File: src/rtl/vga_pkg.sv
// Shared VGA scan-out definitions: 640x480@60 timing set, pixel address and
// RGB332 types used by both the GPU controller and the display path.
package vga_pkg;

    localparam int   VGA_H_ACTIVE = 640;
    localparam int   VGA_H_FP     = 16;
    localparam int   VGA_H_SYNC   = 96;
    localparam int   VGA_H_BP     = 48;
    localparam int   VGA_V_ACTIVE = 480;
    localparam int   VGA_V_FP     = 10;
    localparam int   VGA_V_SYNC   = 2;
    localparam int   VGA_V_BP     = 33;
    localparam logic VGA_SYNC_POL = 1'b0;

    localparam int VGA_H_TOTAL  = VGA_H_ACTIVE + VGA_H_FP + VGA_H_SYNC + VGA_H_BP;
    localparam int VGA_V_TOTAL  = VGA_V_ACTIVE + VGA_V_FP + VGA_V_SYNC + VGA_V_BP;
    localparam int VGA_HS_START = VGA_H_ACTIVE + VGA_H_FP;
    localparam int VGA_HS_END   = VGA_HS_START + VGA_H_SYNC;
    localparam int VGA_VS_START = VGA_V_ACTIVE + VGA_V_FP;
    localparam int VGA_VS_END   = VGA_VS_START + VGA_V_SYNC;

    typedef logic [19:0] pix_addr_t;

    typedef struct packed {
        logic [2:0] r;
        logic [2:0] g;
        logic [1:0] b;
    } rgb332_t;

    typedef struct packed {
        logic active;
        logic hs;
        logic vs;
        logic origin;
    } scan_flags_t;

    // Same {y, x} packing the GPU controller writes VRAM with.
    function automatic pix_addr_t pix_addr(input logic [9:0] y, input logic [9:0] x);
        return {y, x};
    endfunction

endpackage

File: src/rtl/vga_scanout_if.sv
// VRAM read port between the scan-out stage (master) and VRAM (slave).
interface vga_scanout_if;
    import vga_pkg::*;

    logic      vram_rd_en;
    pix_addr_t vram_rd_addr;
    logic [7:0] vram_rd_data;

    modport master (output vram_rd_en, output vram_rd_addr, input vram_rd_data);
    modport slave  (input vram_rd_en, input vram_rd_addr, output vram_rd_data);

endinterface

File: src/rtl/vga_timing.sv
// Horizontal/vertical raster counters and the stage-0 region flags derived
// from them. Everything advances only on pix_ce.
module vga_timing import vga_pkg::*; #(
    parameter int H_ACTIVE = VGA_H_ACTIVE,
    parameter int H_FP     = VGA_H_FP,
    parameter int H_SYNC   = VGA_H_SYNC,
    parameter int H_BP     = VGA_H_BP,
    parameter int V_ACTIVE = VGA_V_ACTIVE,
    parameter int V_FP     = VGA_V_FP,
    parameter int V_SYNC   = VGA_V_SYNC,
    parameter int V_BP     = VGA_V_BP
) (
    input  logic       clk,
    input  logic       rst_n,
    input  logic       pix_ce,
    output logic [9:0] h_cnt,
    output logic [9:0] v_cnt,
    output logic       active,
    output logic       hs_raw,
    output logic       vs_raw,
    output logic       origin
);

    localparam int H_TOTAL  = H_ACTIVE + H_FP + H_SYNC + H_BP;
    localparam int V_TOTAL  = V_ACTIVE + V_FP + V_SYNC + V_BP;
    localparam int HS_START = H_ACTIVE + H_FP;
    localparam int HS_END   = HS_START + H_SYNC;
    localparam int VS_START = V_ACTIVE + V_FP;
    localparam int VS_END   = VS_START + V_SYNC;

    // Line and frame wrap share the same tick, so there is no dead cycle.
    always_ff @(posedge clk or negedge rst_n) begin
        if (!rst_n) begin
            h_cnt <= '0;
            v_cnt <= '0;
        end else if (pix_ce) begin
            if (h_cnt == 10'(H_TOTAL - 1)) begin
                h_cnt <= '0;
                v_cnt <= (v_cnt == 10'(V_TOTAL - 1)) ? 10'd0 : v_cnt + 10'd1;
            end else begin
                h_cnt <= h_cnt + 10'd1;
            end
        end
    end

    always_comb begin
        active = (h_cnt < 10'(H_ACTIVE)) && (v_cnt < 10'(V_ACTIVE));
        hs_raw = (h_cnt >= 10'(HS_START)) && (h_cnt < 10'(HS_END));
        vs_raw = (v_cnt >= 10'(VS_START)) && (v_cnt < 10'(VS_END));
        origin = (h_cnt == 10'd0) && (v_cnt == 10'd0);
    end

endmodule

File: src/rtl/vga_scanout.sv
// VGA scan-out: raster timing, one VRAM read per visible pixel, and a
// 2-tick pipeline keeping RGB, blank and syncs phase-aligned at the pins.
module vga_scanout import vga_pkg::*; #(
    parameter int   H_ACTIVE = VGA_H_ACTIVE,
    parameter int   H_FP     = VGA_H_FP,
    parameter int   H_SYNC   = VGA_H_SYNC,
    parameter int   H_BP     = VGA_H_BP,
    parameter int   V_ACTIVE = VGA_V_ACTIVE,
    parameter int   V_FP     = VGA_V_FP,
    parameter int   V_SYNC   = VGA_V_SYNC,
    parameter int   V_BP     = VGA_V_BP,
    parameter logic SYNC_POL = VGA_SYNC_POL
) (
    input  logic          clk,
    input  logic          rst_n,
    input  logic          pix_ce,
    vga_scanout_if.master vram,
    output logic [2:0]    vga_r,
    output logic [2:0]    vga_g,
    output logic [1:0]    vga_b,
    output logic          hsync,
    output logic          vsync,
    output logic          blank,
    output logic          frame_start
);

    logic [9:0]  h_cnt, v_cnt;
    logic        active, hs_raw, vs_raw, origin;
    scan_flags_t s0, s1;
    logic        rd_pend;
    rgb332_t     pix_q, pix_src, rgb_q;

    vga_timing #(
        .H_ACTIVE(H_ACTIVE), .H_FP(H_FP), .H_SYNC(H_SYNC), .H_BP(H_BP),
        .V_ACTIVE(V_ACTIVE), .V_FP(V_FP), .V_SYNC(V_SYNC), .V_BP(V_BP)
    ) u_timing (
        .clk    (clk),
        .rst_n  (rst_n),
        .pix_ce (pix_ce),
        .h_cnt  (h_cnt),
        .v_cnt  (v_cnt),
        .active (active),
        .hs_raw (hs_raw),
        .vs_raw (vs_raw),
        .origin (origin)
    );

    assign s0 = '{active: active, hs: hs_raw, vs: vs_raw, origin: origin};

    // Counters sit at (0,0) during reset, so the strobe is gated by rst_n
    // to keep VRAM quiet until the raster is actually running.
    assign vram.vram_rd_en   = pix_ce & s0.active & rst_n;
    assign vram.vram_rd_addr = s0.active ? pix_addr(v_cnt, h_cnt) : '0;

    // Read data is only guaranteed the clk after the strobe; capture it
    // there so slow pix_ce rates tolerate VRAM changing its bus afterwards.
    always_ff @(posedge clk or negedge rst_n) begin
        if (!rst_n) begin
            rd_pend <= 1'b0;
            pix_q   <= '0;
        end else begin
            rd_pend <= vram.vram_rd_en;
            if (rd_pend) pix_q <= rgb332_t'(vram.vram_rd_data);
        end
    end

    assign pix_src = rd_pend ? rgb332_t'(vram.vram_rd_data) : pix_q;

    always_ff @(posedge clk or negedge rst_n) begin
        if (!rst_n) begin
            s1          <= '0;
            rgb_q       <= '0;
            blank       <= 1'b1;
            hsync       <= ~SYNC_POL;
            vsync       <= ~SYNC_POL;
            frame_start <= 1'b0;
        end else begin
            frame_start <= pix_ce & s1.origin;
            if (pix_ce) begin
                s1    <= s0;
                rgb_q <= s1.active ? pix_src : '0;
                blank <= ~s1.active;
                hsync <= s1.hs ? SYNC_POL : ~SYNC_POL;
                vsync <= s1.vs ? SYNC_POL : ~SYNC_POL;
            end
        end
    end

    assign vga_r = rgb_q.r;
    assign vga_g = rgb_q.g;
    assign vga_b = rgb_q.b;

endmodule

File: src/flat_wrapper.sv
// flat-port wrapper written by rule: the top's interface ports become plain ports
module vga_scanout_flat import vga_pkg::*;
#(
    parameter int   H_ACTIVE = VGA_H_ACTIVE,
    parameter int   H_FP     = VGA_H_FP,
    parameter int   H_SYNC   = VGA_H_SYNC,
    parameter int   H_BP     = VGA_H_BP,
    parameter int   V_ACTIVE = VGA_V_ACTIVE,
    parameter int   V_FP     = VGA_V_FP,
    parameter int   V_SYNC   = VGA_V_SYNC,
    parameter int   V_BP     = VGA_V_BP,
    parameter logic SYNC_POL = VGA_SYNC_POL
)
  (clk, rst_n, pix_ce, vga_r, vga_g, vga_b, hsync, vsync, blank, frame_start, vram_vram_rd_en, vram_vram_rd_addr, vram_vram_rd_data);
  vga_scanout_if vram_i ();
  input  logic clk;
  input  logic rst_n;
  input  logic pix_ce;
  output logic [2:0] vga_r;
  output logic [2:0] vga_g;
  output logic [1:0] vga_b;
  output logic hsync;
  output logic vsync;
  output logic blank;
  output logic frame_start;
  output wire logic [$bits(vram_i.vram_rd_en)-1:0] vram_vram_rd_en;
  output wire logic [$bits(vram_i.vram_rd_addr)-1:0] vram_vram_rd_addr;
  input wire logic [$bits(vram_i.vram_rd_data)-1:0] vram_vram_rd_data;
  assign vram_vram_rd_en = vram_i.vram_rd_en;
  assign vram_vram_rd_addr = vram_i.vram_rd_addr;
  assign vram_i.vram_rd_data = vram_vram_rd_data;
  vga_scanout #(.H_ACTIVE(H_ACTIVE), .H_FP(H_FP), .H_SYNC(H_SYNC), .H_BP(H_BP), .V_ACTIVE(V_ACTIVE), .V_FP(V_FP), .V_SYNC(V_SYNC), .V_BP(V_BP), .SYNC_POL(SYNC_POL)) u_core (.clk(clk), .rst_n(rst_n), .pix_ce(pix_ce), .vram(vram_i), .vga_r(vga_r), .vga_g(vga_g), .vga_b(vga_b), .hsync(hsync), .vsync(vsync), .blank(blank), .frame_start(frame_start));
endmodule
File: config.mk
export PLATFORM = sky130hd
export DESIGN_NAME = vga_scanout_flat
export DESIGN_NICKNAME = d
export VERILOG_FILES = /design/src/rtl/vga_pkg.sv /design/src/rtl/vga_scanout_if.sv /design/src/rtl/vga_timing.sv /design/src/rtl/vga_scanout.sv /design/src/flat_wrapper.sv
export SDC_FILE = /design/constraint.sdc
export NUM_CORES = 1
export LEC_CHECK = 0
export CAP_MARGIN = 20
export CORE_MARGIN = 5
export CORE_UTILIZATION = 35
export DETAILED_ROUTE_END_ITERATION = 7
export PLACE_DENSITY = 0.71
export REMOVE_ABC_BUFFERS = 1
export SYNTH_ARGS = -nofsm -noshare
export SYNTH_HDL_FRONTEND = slang
export SYNTH_SLANG_ARGS = --single-unit
File: constraint.sdc
create_clock -name clk -period 1.6 [get_ports clk]
set_input_delay 0.32 -clock clk [delete_from_list [all_inputs] [get_ports clk]]
set_output_delay 0.32 -clock clk [all_outputs]
set_load 0.005 [all_outputs]
==> results of run 1 <==
[layout make-up]
| class | count | share of cell area |
|---|---|---|
| sequential | 45 | 0.352 |
| multi-input combinational | 142 | 0.329 |
| timing repair buffer | 83 | 0.240 |
| tap | 77 | 0.0300 |
| clock buffer | 5 | 0.0214 |
| inverter | 16 | 0.0195 |
| clock inverter | 3 | 0.00779 |
[cell usage in the layout, fill, tap and decap left out, types with 3 or more instances in the layout]
cell,Yosys,routed
dfstp_2,3,3
clkdlybuf4s50_1,0,17
dfrtp_1,42,41
nor2_1,10,10
mux2i_1,3,3
o21ai_0,16,15
mux2_2,11,11
clkbuf_8,1,5
nand4_1,5,5
and3_1,4,3
o21ai_1,3,4
buf_4,2,32
buf_6,0,28
nand3_1,18,18
inv_1,16,15
dlygate4sd2_1,0,4
xnor2_1,4,4
nand2_1,10,9
ha_1,4,3
and2_1,20,3
and2_4,0,18
xor2_1,6,6
[through the flow]
| stage | area [um^2] | setup WS, ns | TNS (ns) | instances |
|---|---|---|---|---|
| floorplan | 2160 | -0.0318 | -0.0382 | 203 |
| global placement | 2900 | -0.360 | -10.59 | 352 |
| detailed placement | 2900 | -0.409 | -11.12 | 352 |
| CTS | 3140 | -0.451 | -7.15 | 369 |
| global route | 3210 | -0.441 | -7.68 | 371 |
| finish | 3210 | -0.365 | -6.20 | 371 |
[worst max-delay path: stages (launching register included)]
cell and delay (ns):
dfrtp_1 0.36, and3_4 0.19, nand2_2 0.05, and3b_2 0.23
buf_6 0.14, buf_6 0.11, and2_4 0.15, buf_6 0.11
[state kept, by name (all words and copies together) (netlist names)]
register,flops
u_core.blank,1
u_core.pix_q,8
u_core.vga_b,2
u_core.frame_start,1
u_core.s1,4
u_core.vga_g,3
u_core.u_timing.v_cnt,10
u_core.hsync,1
u_core.u_timing.h_cnt,10
u_core.vsync,1
u_core.vga_r,3
u_core.rd_pend,1
[cell families after synthesis]
| family | Yosys count | synth area share |
|---|---|---|
| AOI/OAI and AO/OA | 27 | 0.0654 |
| xor gates and xnor gates | 10 | 0.0394 |
| adders and majority gates | 4 | 0.0225 |
| buffers and inverters | 27 | 0.0541 |
| DFF | 45 | 0.509 |
| muxes | 14 | 0.0693 |
| other | 1 | 0.00169 |
| and+or+nand+nor | 86 | 0.239 |
[per-layer routing]
metal | up-vias | track usage | wire length, um
li1 | 887 | - | -
met1 | 860 | 0.195 | 2540
met2 | 45 | 0.223 | 2320
met3 | 8 | 0.0328 | 332
met4 | 0 | 0.0447 | 86
met5 | - | 0 | 0
[how the worst max path moves through the flow]
stage / from / end / depth (start not counted)
finish: u_core.u_timing.v_cnt[5] / vram_vram_rd_addr[7] / 7
global route: u_core.u_timing.v_cnt[5] / vram_vram_rd_addr[7] / 7
CTS: u_core.u_timing.v_cnt[7] / vram_vram_rd_addr[17] / 8
detailed placement: pix_ce / u_core.u_timing.v_cnt[9] / 5
global placement: u_core.u_timing.v_cnt[5] / vram_vram_rd_addr[5] / 6
floorplan: u_core.u_timing.v_cnt[5] / vram_vram_rd_en / 4
[power by group through the flow]
stage	registers, mW	clock network, mW	logic [mW]
6_report	1.37	0.757	0.795
5_1_grt	1.39	0.821	0.879
4_1_cts	1.37	0.777	0.763
3_5_place_dp	1.39	0	0.686
3_3_place_gp	1.38	0	0.680
2_1_floorplan	1.39	0	0.274
[what timing repair did]
item                                    in CTS  in global routing
pin swaps                                   15                  6
cloned                                       1                  0
endpoints found under the setup margin      30                 27
buffers inserted                             8                  4
resized for setup                          128                 18
==> flow_results.org, run 1 <==
** Clock network
- The tree is rooted in a clkbuf_8.
- CTS H-tree depth :: 2
- TritonCTS sink count :: 45
- TritonCTS built the clock tree.
- CTS clock-pin slew for the worst setup and hold paths :: 0.09 ns
- Hold repair after CTS inserted 0 buffers.
- The number of clock buffers added by TritonCTS is 5.
- Clock latency on the worst-skew pair, taken at its later pin, is 0.31 ns.
- CTS max path bufs :: 2

** Layout
- Layout overhead on the synthesized area :: 44.6%
- The layout has 578 filler cells.
- Registers take 1130 um^2.
- N_diodes :: 0
- Fraction of final layout cells with drive strength greater than 1 :: 0.401
- Area of combinational cells with multiple inputs :: 1060 um^2
- For this run, the share of the core covered by cells in the final layout is 0.512.
- Layout net count :: 308

** Timing
- Post-route setup slack :: -0.365 ns
- Unrepaired setup endpoints after global routing :: true
- Relative slew slack :: 0.620
- Static timing analysis puts the maximum clock frequency at 509 MHz.
- The total count of hold-check failures in the final report is 0.
- The final count of pins violating max slew was 0.
- Hold timing on the final database bottoms out at a slack of 0.113 ns.
- For the final database, setup skew stands at 0.00669 ns.
- Actual transition at the worst max-transition pin :: 0.569 ns
- Post-route minimum period :: 1.97 ns
- Period utilisation layout :: 1.23
- Setup violations remaining at the end of the flow were counted as 21.

** Pwr
- Fraction of power spent switching nets :: 0.297
- Overall power of the completed layout :: 2.92 mW
- In this run the power density over the cells is 909 nW/um^2.
- IR analysis of the VDD net gives a maximum drop of 0.000496 V.
- Cell-internal power :: 2.05 mW
- Part of the power in the clock network :: 0.259
- Logic gate share of total power :: 0.272
- Net switching power :: 0.866 mW
- In this run the static leakage power is 1.51 nW.
- The share of total power dissipated in sequential elements is 0.469.

** Routing
- Antenna violation net count after detailed routing :: 0
- Dividing the detail-routed via count by the number of cells gives 4.85.
- Post-Route WL :: 5.28 mm
- The detailed router placed 1800 vias in this run.
- Detailed Route Iter0 Violations :: 88
- After detailed routing, the number of remaining DRC violations is 0.
- In the final routed layout, each cell accounts on average for 14.2 um.
- Before antenna repair, the detailed router went through 4 iterations.

** Worst setup path
- The worst setup path is captured at an output pin.
- Worst flop-to-flop path startpoint :: u_core.u_timing.h_cnt[8]
- Along the worst path, the maximum fanout reaches 4.
- The worst setup path is launched from a flop.
- Reg-to-reg endpoint :: u_core.u_timing.v_cnt[9]
- Data on the critical path arrives at its endpoint at 1.65 ns.
- Worst setup slack for register-to-register paths :: 0 ns
- At the worst endpoint, the required time is 1.28 ns.
- The number of cells on the worst reg-to-reg path is 5.
- Type of the setup path with the least slack :: flop to output pin

** Outcome
- The flow ran to the end, but the final reports show violations.
- The checks that failed: negative setup slack.

** Logic synthesis
- In the synthesized netlist the async set-or-reset flop fraction comes to 1.00.
- Number of synthesized flops with an enable pin :: 0
- After synthesis, the netlist uses 42 different library cells.
- In the post-synthesis netlist, the biggest area contributors are dfrtp_1 (47%), and2_1 (5.6%), mux2_2 (5.6%).
- Combined area of all synthesized cells :: 2220 um^2
- The largest total area in the synthesized netlist belongs to dfrtp_1.
- The share of synthesized area in the top cell type comes to 0.473.
- A synthesized cell averages 10.4 um^2.
- Number of synthesized register bits :: 45
- After technology mapping, the gate count stands at 214.
- Most instantiated library cell after synthesis :: dfrtp_1
- Number of warnings reported in the yosys synthesis log :: 0
- Synth top cells by count :: dfrtp_1 (42), and2_1 (20), nand3_1 (18), inv_1 (16), o21ai_0 (16)
- Share of the yosys chip area belonging to registers :: 0.509
- Dominant synthesized flop cell :: dfrtp_1

** Placed design
- Once detailed placement completed, the half-perimeter wirelength came to 3.69 mm.
- Routability-driven placement congestion ratio :: 0.907
- Count of port buffers added during placement :: 42

** Floorplanning
- Area enclosed by the die boundary :: 8040 um^2
- The floorplan has 29 rows.
- Measured along the y axis, the die boundary spans 89.7 um.
- IO Count :: 44
- The die is 89.7 um wide.
- Initial Utilization :: 0.354
- Placeable core region :: 6280 um^2

** Global routing
- Via count of the first global-routing pass :: 1864
- Entering global routing, the biggest net connects 46 pins.
- In the global route stage, overall resource usage came out at 0.142.
- The first global-routing pass estimated 8.87 mm of wire.
- Antenna violations before repair :: 0
- Global routing finished with a remaining overflow of 0.

** Flow run
- Max-cap violations in this run came to 0.

** Worst hold path
- Type of the worst min-delay path :: input port to async pin
Note: power is estimated with default switching activity, not from simulation.
==> inputs of run 2 (changes only) <==
--- a/config.mk
+++ b/config.mk
@@ -6,10 +6,12 @@
 export NUM_CORES = 1
 export LEC_CHECK = 0
 export CAP_MARGIN = 20
+export CELL_PAD_IN_SITES_DETAIL_PLACEMENT = 0
+export CELL_PAD_IN_SITES_GLOBAL_PLACEMENT = 1
 export CORE_MARGIN = 5
 export CORE_UTILIZATION = 35
 export DETAILED_ROUTE_END_ITERATION = 7
-export PLACE_DENSITY = 0.71
+export PLACE_DENSITY = 0.7
 export REMOVE_ABC_BUFFERS = 1
 export SYNTH_ARGS = -nofsm -noshare
 export SYNTH_HDL_FRONTEND = slang
==> constraint.sdc (replaced) <==
create_clock -name clk -period 2 [get_ports clk]
set_input_delay 0.4 -clock clk [delete_from_list [all_inputs] [get_ports clk]]
set_output_delay 0.4 -clock clk [all_outputs]
set_load 0.005 [all_outputs]
==> run 2 against run 1 <==
Compared with the run above:
- the run still ends with negative setup slack left
- wire length fell by 5.2%
- sequential share of layout area rose by 2.0 points
- via count fell by 3.7%
- register-to-register slack improved by 0.28 ns
- first-iteration DRC count fell by 70%
- worst hold slack improved by 0.11 ns
- clock power fell by 15%
- highest routed layer unchanged
==> flow_results.org, run 2 (synthesis results as in run 1) <==
** Global routing
- Aggregate global routing overflow :: 0
- GR Util met3 :: 0.0301
- Largest net degree at the start of global routing :: 46
- After global routing, the most crowded layer is met2.
- Total GRT Usage :: 0.134
- The first global-routing pass estimated 8.36 mm of wire.
- For met1 alone, demand over resource in global routing was 0.166.
- Met2 Usage GRT :: 0.227
- Via count of the first global-routing pass :: 1806
- Antenna violations before repair :: 0

** Routing
- After detailed routing, the total wire length is 5.00 mm.
- Using the TritonRoute via totals, the vias-per-cell ratio works out to 4.83.
- For this block, the initial DRC count from the detailed router was 26.
- Wirelength per Cell :: 13.9 um
- In the routed design, unresolved DRC markers number 0.
- Via count of the routed design :: 1734
- In this run the remaining antenna-violating nets after routing total 0.
- The first detailed-routing pass ran for 4 iterations.

** Timing
- Max Slew Vio Count :: 0
- Post-route setup slack :: -0.0260 ns
- The total count of hold-check failures in the final report came to 0.
- Unrepaired setup endpoints after global routing :: true
- Highest clock frequency the design can meet :: 494 MHz
- On the final layout, the worst clock skew is 0.00439 ns.
- Post-route minimum period :: 2.03 ns
- Setup total negative slack on the finished layout was measured at -0.0260 ns.
- The worst pin sits at a relative slew slack of 0.621.
- Period utilisation layout :: 1.01
- Actual transition at the worst max-transition pin :: 0.569 ns
- Setup violations remaining at the end of the flow were counted as 1.

** Clock network
- Source-to-sink clock delay at the later pin of the worst-skew pair :: 0.29 ns
- Clock tree from TritonCTS :: built
- For this design, the sink count on the clock tree is 45.
- CTS max path bufs :: 2
- Number of buffers created by CTS :: 5
- CTS H-tree depth :: 2
- CTS placed an instance of clkbuf_8 at the clock tree root.
- After clock tree synthesis, the clock-pin slew on the worst setup and hold paths is 0.08 ns.

** Worst setup path
- Startpoint type of the worst setup path :: flop
- Type of element capturing the critical path :: output pin
- The worst setup path is of the flop to output pin kind.
- In this run the worst path has a maximum fanout of 4.
- Timing startpoint of the critical path :: u_core.u_timing.v_cnt[7]
- STA puts the critical path data arrival time at 1.63 ns.
- Worst flop-to-flop path startpoint :: u_core.u_timing.v_cnt[5]
- Required arrival time at the worst endpoint :: 1.60 ns

** Pwr
- The share of total power dissipated in sequential elements is 0.494.
- Power per cell area :: 751 nW/um^2
- The share of total power dissipated in combinational logic is 0.223.
- Net switching power :: 0.594 mW
- Peak supply drop :: 0.000392 V
- Fraction of power spent switching nets :: 0.261
- Lkg Pwr :: 1.43 nW
- The share of total power dissipated in the clock network is 0.284.
- Cell-internal power :: 1.69 mW

** Placed design
- The congestion estimate from routability-driven global placement came to 0.825.
- Count of port buffers added during placement :: 42
- HPWL Detailed :: 3.67 mm

** Layout
- Fraction of final layout cells with drive strength greater than 1 :: 0.326
- The library cells used most frequently in the layout, excluding fill and tap cells, are dfrtp_1 (42), buf_4 (25), clkdlybuf4s50_1 (21).
- Filler cell count in the final layout :: 587
- Area taken by flip-flops and latches :: 1130 um^2
- In the final layout, the multi-input gates occupy 1010 um^2.
- The library cell used most frequently in the layout, excluding fill and tap cells, is dfrtp_1.
- The largest registers in the layout are u_core.u_timing.h_cnt (10), u_core.u_timing.v_cnt (10), u_core.pix_q (8).
- N_diodes :: 0
- In the final design database the tool counted 297 nets.
- Compared with the post-synthesis result, the final layout area differs by 36.6%.
- Once layout is complete, the utilization of the core stands at 0.483.

** Floorplanning
- Chip height :: 89.7 um
- In this run the horizontal extent of the chip is 89.7 um.
- The floorplan step defined a die boundary enclosing 8040 um^2.
- During I/O placement, the number of pins put on the boundary was 44.
- For this configuration, the core starts out at a cell density of 0.354.
- Standard-cell rows :: 29
- Placeable core region :: 6280 um^2

** Outcome
- Violations in the final reports :: negative setup slack
- The flow ran to the end, but the final reports show violations.

** Worst hold path
- Type of the worst min-delay path :: input port to async pin

** Flow run
- Max-capacitance violation count :: 0
[run 2: cell types whose count changed in the layout (fill, tap and decap cells not counted), moves of 7 or more]
cell	before	now
clkbuf_2	0	8
buf_4	32	25
and2_4	18	11
buf_6	28	17
and2_1	3	10
[run 2: critical path, cell delays in order (launching register included)]
cell and delay (ns):
dfrtp_1 0.35, and3_4 0.19, nand2_2 0.05, and3b_2 0.22, buf_6 0.13, buf_6 0.11
and3_4 0.17, buf_6 0.11
[run 2: final timing paths]
kind | end | slack (ns) | depth (start not counted)
min | u_core.vga_g[0] | 0.23 | 2
min in group clk | u_core.vsync | 0.42 | 1
min reg2reg | u_core.vsync | 0.42 | 1
max in group asynchronous | u_core.hsync | 1.39 | 2
max | vram_vram_rd_en | -0.03 | 7
max reg2reg | u_core.u_timing.v_cnt[4] | 0.28 | 6
[run 2: timing repair]
item	4_1_cts	5_1_grt
setup endpoints to repair	20	20
hold buffers	0	0
pin swaps	5	1
setup buffers	4	2
gates resized for setup	94	12
[run 2: cell type report]
| class | count | share of cell area |
|---|---|---|
| clock buffer | 5 | 0.0227 |
| clock inverter | 2 | 0.0115 |
| inverter | 16 | 0.0198 |
| multi-input combinational | 142 | 0.333 |
| sequential | 45 | 0.372 |
| tap | 77 | 0.0318 |
| timing repair buffer | 72 | 0.209 |
[run 2: power groups by stage]
stage	Clock (mW)	Sequential [mW]	Combinational [mW]
finish	0.646	1.13	0.508
global route	0.716	1.15	0.564
CTS	0.677	1.13	0.521
detailed placement	0	1.14	0.466
global placement	0	1.14	0.464
floorplan	0	1.11	0.219
[run 2: per-layer routing]
metal	up-vias	wire length, um
met2	41	2320
met4	0	72
met3	5	266
met5	-	0
met1	822	2340
li1	866	-
[run 2: per-stage QoR]
step | instances | area, um^2 | setup WS (ns) | hold WS, ns | total power, mW
after floorplan | 203 | 2160 | 0.288 | 0.104 | 1.33
after global placement | 347 | 2860 | -0.0805 | 0.408 | 1.61
after detailed placement | 347 | 2860 | -0.0964 | 0.415 | 1.61
after CTS | 358 | 3050 | -0.0418 | 0.249 | 2.33
after global routing | 359 | 3030 | -0.0938 | 0.266 | 2.43
final | 359 | 3030 | -0.0260 | 0.225 | 2.28
